`src/rtl/hazard_ctrl.sv`:
```
// Pipeline hazard/sequencing controller: load-use stalls, mispredict flushes,
// data-memory wait freezes, halt handling and saturating performance counters.
module hazard_ctrl #(
    parameter int unsigned CNT_W   = 16,
    parameter int unsigned TIMEOUT = 255
) (
    input  logic             clk,
    input  logic             rst,
    input  logic [4:0]       id_rs,
    input  logic [4:0]       id_rt,
    input  logic             id_uses_rs,
    input  logic             id_uses_rt,
    input  logic [4:0]       ex_rd,
    input  logic             ex_regfile_w_en,
    input  logic             ex_r_datamem,
    input  logic             ex_mispredict,
    input  logic             mem_req,
    input  logic             mem_ready,
    input  logic             halt_in,
    input  logic             resume,
    output logic             pc_en,
    output logic             en_ifid,
    output logic             en_idex,
    output logic             en_exmem,
    output logic             en_memwb,
    output logic             clear_ifid,
    output logic             clear_idex,
    output logic             clear_exmem,
    output logic             clear_memwb,
    output logic             halted,
    output logic             mem_timeout,
    output logic [CNT_W-1:0] stall_cnt,
    output logic [CNT_W-1:0] flush_cnt,
    output logic [CNT_W-1:0] wait_cnt
);

    // Wide enough that TIMEOUT + 1 never wraps.
    localparam int unsigned ToW = $clog2(TIMEOUT + 2);
    localparam logic [ToW-1:0] ToLim = ToW'(TIMEOUT);

    typedef enum logic [1:0] {StRun, StMemWait, StHalted} state_e;

    state_e           r_state, w_state_d;
    logic [ToW-1:0]   r_to_cnt;
    logic             r_timeout;
    logic [CNT_W-1:0] r_stall_cnt, r_flush_cnt, r_wait_cnt;

    logic w_lu, w_mw, w_run, w_hold;
    logic w_do_halt, w_do_frz, w_do_flush, w_do_stall, w_to_fire;

    assign w_lu = ex_r_datamem && ex_regfile_w_en && (ex_rd != 5'd0) &&
                  ((id_uses_rs && (id_rs == ex_rd)) || (id_uses_rt && (id_rt == ex_rd)));
    assign w_mw = mem_req && !mem_ready;

    // An ongoing freeze is not interrupted; everything else uses the RUN priority order.
    assign w_run      = (r_state != StHalted);
    assign w_hold     = (r_state == StMemWait) && w_mw;
    assign w_do_halt  = w_run && halt_in && !w_hold;
    assign w_do_frz   = w_run && w_mw && !w_do_halt;
    assign w_do_flush = w_run && !halt_in && !w_mw && ex_mispredict;
    assign w_do_stall = w_run && !halt_in && !w_mw && !ex_mispredict && w_lu;
    assign w_to_fire  = (TIMEOUT != 0) && w_mw && ((r_to_cnt + ToW'(1)) == ToLim);

    always_ff @(posedge clk or posedge rst) begin
        if (rst) begin
            r_state     <= StRun;
            r_to_cnt    <= '0;
            r_timeout   <= 1'b0;
            r_stall_cnt <= '0;
            r_flush_cnt <= '0;
            r_wait_cnt  <= '0;
        end else begin
            r_state <= w_state_d;
            if (!w_mw) begin
                r_to_cnt <= '0;
            end else if (r_to_cnt != ToLim) begin
                r_to_cnt <= r_to_cnt + ToW'(1);
            end
            if (w_to_fire) begin
                r_timeout <= 1'b1;
            end
            if (w_do_stall && (r_stall_cnt != '1)) begin
                r_stall_cnt <= r_stall_cnt + CNT_W'(1);
            end
            if (w_do_flush && (r_flush_cnt != '1)) begin
                r_flush_cnt <= r_flush_cnt + CNT_W'(1);
            end
            if (w_do_frz && (r_wait_cnt != '1)) begin
                r_wait_cnt <= r_wait_cnt + CNT_W'(1);
            end
        end
    end

    always_comb begin
        w_state_d = r_state;
        unique case (r_state)
            StRun, StMemWait: begin
                if (w_do_halt) begin
                    w_state_d = StHalted;
                end else if (w_do_frz) begin
                    w_state_d = StMemWait;
                end else begin
                    w_state_d = StRun;
                end
            end
            StHalted: begin
                if (resume && !r_timeout) begin
                    w_state_d = StRun;
                end
            end
            default: w_state_d = StRun;
        endcase
        if (w_to_fire) begin
            w_state_d = StHalted;
        end
    end

    always_comb begin
        pc_en       = 1'b1;
        en_ifid     = 1'b1;
        en_idex     = 1'b1;
        en_exmem    = 1'b1;
        en_memwb    = 1'b1;
        clear_ifid  = 1'b1;
        clear_idex  = 1'b1;
        clear_exmem = 1'b1;
        clear_memwb = 1'b1;
        if (rst) begin
            pc_en       = 1'b0;
            en_ifid     = 1'b0;
            en_idex     = 1'b0;
            en_exmem    = 1'b0;
            en_memwb    = 1'b0;
            clear_ifid  = 1'b0;
            clear_idex  = 1'b0;
            clear_exmem = 1'b0;
            clear_memwb = 1'b0;
        end else if (!w_run || w_do_halt || w_do_frz) begin
            pc_en    = 1'b0;
            en_ifid  = 1'b0;
            en_idex  = 1'b0;
            en_exmem = 1'b0;
            en_memwb = 1'b0;
        end else if (w_do_flush) begin
            clear_ifid = 1'b0;
            clear_idex = 1'b0;
        end else if (w_do_stall) begin
            pc_en      = 1'b0;
            en_ifid    = 1'b0;
            clear_idex = 1'b0;
        end
    end

    assign halted      = (r_state == StHalted);
    assign mem_timeout = r_timeout;
    assign stall_cnt   = r_stall_cnt;
    assign flush_cnt   = r_flush_cnt;
    assign wait_cnt    = r_wait_cnt;

endmodule

```
`config.mk`:
```
export PLATFORM = sky130hd
export DESIGN_NAME = hazard_ctrl
export DESIGN_NICKNAME = d
export VERILOG_FILES = /design/src/rtl/hazard_ctrl.sv
export SDC_FILE = /design/constraint.sdc
export NUM_CORES = 1
export LEC_CHECK = 0
export ABC_AREA = 1
export CAP_MARGIN = 20
export CORE_MARGIN = 1
export CORE_UTILIZATION = 46
export CTS_CLUSTER_DIAMETER = 200
export DETAILED_ROUTE_END_ITERATION = 10
export HOLD_SLACK_MARGIN = 0.15
export PLACE_DENSITY = 0.77
export RECOVER_POWER = 100
export SETUP_SLACK_MARGIN = 0.15
export SYNTH_ARGS = -nofsm -noshare
export SYNTH_HDL_FRONTEND = slang
export SYNTH_SLANG_ARGS = --single-unit
```
`constraint.sdc`:
```
create_clock -name clk -period 2.3 [get_ports clk]
set_input_delay 0.46 -clock clk [delete_from_list [all_inputs] [get_ports clk]]
set_output_delay 0.46 -clock clk [all_outputs]
set_load 0.01 [all_outputs]
```
==> results.sh <==
export IMPL_numCtsBuffers=9
export IMPL_slowest_delay_ns=0.34
export IMPL_grt_pass1_wl_mm=15.8
export IMPL_seqPwrFrac_pct=43.2
export IMPL_grt_util_met1_pct=28.6
export IMPL_dp_hpwl_mm=7.03
export IMPL_combPwrFrac_pct=26.8
export IMPL_dieWidth_um=93.8
export IMPL_p_clk_share_pct=30.0
export IMPL_p_leak_nw=2.59
export IMPL_yosys_warnings=0
export IMPL_row_count=33
export IMPL_yosys_register_bits=60
export IMPL_status="finished clean"
export IMPL_multi_input_area_um2=2030
export IMPL_root_buffer="clkbuf_8"
export IMPL_antenna_found_initial=0
export IMPL_timing_final_crit_share_pct=93.8
export IMPL_initial_utilization_pct=47.5
export IMPL_synth_async_reset_ratio_pct=100
export IMPL_clockBufferDepth=2
export IMPL_diodes=0
export IMPL_place_congestion=0.901
export IMPL_ant_nets=0
export IMPL_worstMarginPinSlew_ns=1.47
export IMPL_yosys_area_top_type="dfrtp_1"
export IMPL_whs_ns=0.504
export IMPL_cts_tree="done"
export IMPL_crit_path_top_delay_cell="dfrtp_1"
export IMPL_busiest_layer="met2"
export IMPL_grt_pass1_vias=3579
export IMPL_clock_sinks=60
export IMPL_design_portCount=85
export IMPL_drc=0
export IMPL_detail_route_vias_per_cell=5.17
export IMPL_grt_overflow=0
export IMPL_hp_class="reg2reg"
export IMPL_met3_usage_pct=3.40
export IMPL_syn_cell_area_um2=3880
export IMPL_netSwitchingPower_mw=0.998
export IMPL_swShare_pct=32.4
export IMPL_worst_slack_ns=0.143
export IMPL_drt_pass1_iter_count=5
export IMPL_drive_gt1_share_pct=11.1
export IMPL_die_h_um=93.8
export IMPL_synth_ff_type="dfrtp_1"
export IMPL_syn_avg_cell_area_um2=7.03
export IMPL_area_delta_synth_final_pct=32.6
export IMPL_hold_viol_final=0
export IMPL_synth_most_common_cell="nand2_1"
export IMPL_rsz0062_at_grt="true"
export IMPL_syn_nets=584
export IMPL_die_area_um2=8810
export IMPL_wl_per_cell_um=12.6
export IMPL_crit_chain="inv_1 > nor2_2 > nor2_4 > buf_6 > nand3b_1 > nor2_4 > and2_4 > nor2_4 > buf_6"
export IMPL_use_met2_pct=39.1
export IMPL_cp_common_cell="nor2_4"
export IMPL_max_cap_violations=0
export IMPL_p_per_area_nw_per_um2=599
export IMPL_period_needed_ns=2.16
export IMPL_worstSkewPairLatency_ns=0.35
export IMPL_clkTransAtPathRegs_ns=0.06
export IMPL_postSynthCellCount=552
export IMPL_cp_required_ns=1.84
export IMPL_final_nets=692
export IMPL_synth_edf_count=0
export IMPL_fmax_ghz=0.464
export IMPL_fillers=723
export IMPL_grt_util_all_layers_pct=22.6
export IMPL_grt_max_degree=33
export IMPL_htreeDepth=3
export IMPL_startpoint_type="flop"
export IMPL_synthTopCellsByArea="dfrtp_1 (39%), nand2_1 (19%), inv_1 (6.6%)"
export IMPL_fin_skew_ns=0.0147
export IMPL_synth_top_area_share_pct=38.7
export IMPL_fp_coreArea_um2=8180
export IMPL_worstSetupEndpointType="primary output"
export IMPL_wirelength_mm=9.68
export IMPL_critical_path_class="reg2out"
export IMPL_pre_cts_ws_ns=-0.479
export IMPL_drt_iter0_drc=153
export IMPL_rrSetupSlack_ns=0.26
export IMPL_synth_cell_types=29
export IMPL_total_power_mw=3.08
export IMPL_slew_viol_final=0
export IMPL_vias=3983
export IMPL_arrival_ns=1.70
export IMPL_port_buffers=84
export IMPL_synth_common_cells="nand2_1 (192), inv_1 (68), dfrtp_1 (60), nor2_1 (55), nand3_1 (35)"
export IMPL_crit_fanout=3
export IMPL_finalSetupViolations=0
export IMPL_ir_drop_mv=0.263
export IMPL_yosysSeqAreaShare_pct=38.7
export IMPL_internal_power_mw=2.08
export IMPL_maxSlewHeadroom_pct=1.72
export IMPL_seqCellArea_um2=1500
what timing repair did:
item | in CTS | in global routing
pin swaps | 9 | 14
gates resized for setup | 53 | 17
endpoints found under the setup margin | 7 | 5
hold buffers | 0 | 0
setup buffers | 8 | 3
power by group through the flow:
stage,combinational [mW],sequential [mW],clock (mW)
2_1_floorplan,0.368,1.38,0
3_3_place_gp,0.804,1.35,0
3_5_place_dp,0.831,1.36,0
4_1_cts,0.873,1.34,0.939
5_1_grt,0.915,1.35,0.976
6_report,0.826,1.33,0.925
cells in the final DEF, fill, tap and decap left out, drive strengths merged:
cell type	Yosys	layout
dlygate4sd2	0	11
clkdlybuf4s25	0	1
a21oi	1	1
dlygate4sd3	0	52
clkinvlp	0	2
buf	12	27
nor2	61	61
nand3	38	38
inv	71	70
nand4	28	28
clkdlybuf4s15	0	3
nand2	197	197
o21ai	27	27
clkbuf	0	13
nand3b	4	4
dfrtp	60	60
clkdlybuf4s50	0	3
o22ai	5	5
ha	6	6
dlymetal6s2s	0	10
xnor2	14	14
bufinv	0	1
o211ai	1	1
xor2	15	15
nor3	11	11
clkinv	0	3
and2	1	1
cell type report:
class	count	area share, %
Inverter	71	5.20
Tap cell	105	2.55
Multi-Input combinational cell	409	39.4
Clock inverter	5	1.02
Sequential cell	60	29.2
Clock buffer	11	2.55
Timing Repair Buffer	109	20.1
logic make-up (layout without fill, tap and decap cells):
logic type                 Yosys count  after routing  synth area share [%]
AOI/OAI and AO/OA                   34             34                  4.61
adders and majority gates            6              6                  1.93
and+or+nand+nor                    340            340                  39.1
xor gates and xnor gates            29             29                  6.55
DFF                                 60             60                  38.7
buffers and inverters               83            196                  9.13
per-stage QoR:
step                TNS [ns]  cell area (um2)  util [%]  instances
floorplan                  0             3890         -        552
global placement       -2.47             4870      59.6        743
detailed placement     -2.64             4870      59.6        743
CTS                        0             5130      62.7        767
global route               0             5150      62.9        770
finish                     0             5150      62.9        770
critical path: cells and delay by family (launching register included):
family | cells | cell delay [ns]
simple gates | 6 | 0.72
flops | 1 | 0.34
buf+inv | 3 | 0.29
final timing paths:
path	start	endpoint	cells past startpoint
min	mem_timeout	mem_timeout	2
max reg2reg	stall_cnt[0]	stall_cnt[14]	9
max in group asynchronous	rst	r_to_cnt[8]	3
max	r_state[1]	en_ifid	9
min in group asynchronous	rst	flush_cnt[13]	3
min reg2reg	mem_timeout	mem_timeout	2
routing by layer:
layer / up-vias / share of wire [%]
li1: 1965 / -
met1: 1895 / 44
met2: 114 / 50
met3: 9 / 5.0
met4: 0 / 1.2
met5: - / 0
flip-flops by register name (all words and copies together), names as in the netlist:
name         flops
stall_cnt       16
r_state          2
flush_cnt       16
r_to_cnt         9
wait_cnt        16
mem_timeout      1
Power figures use the tool's default switching activity.
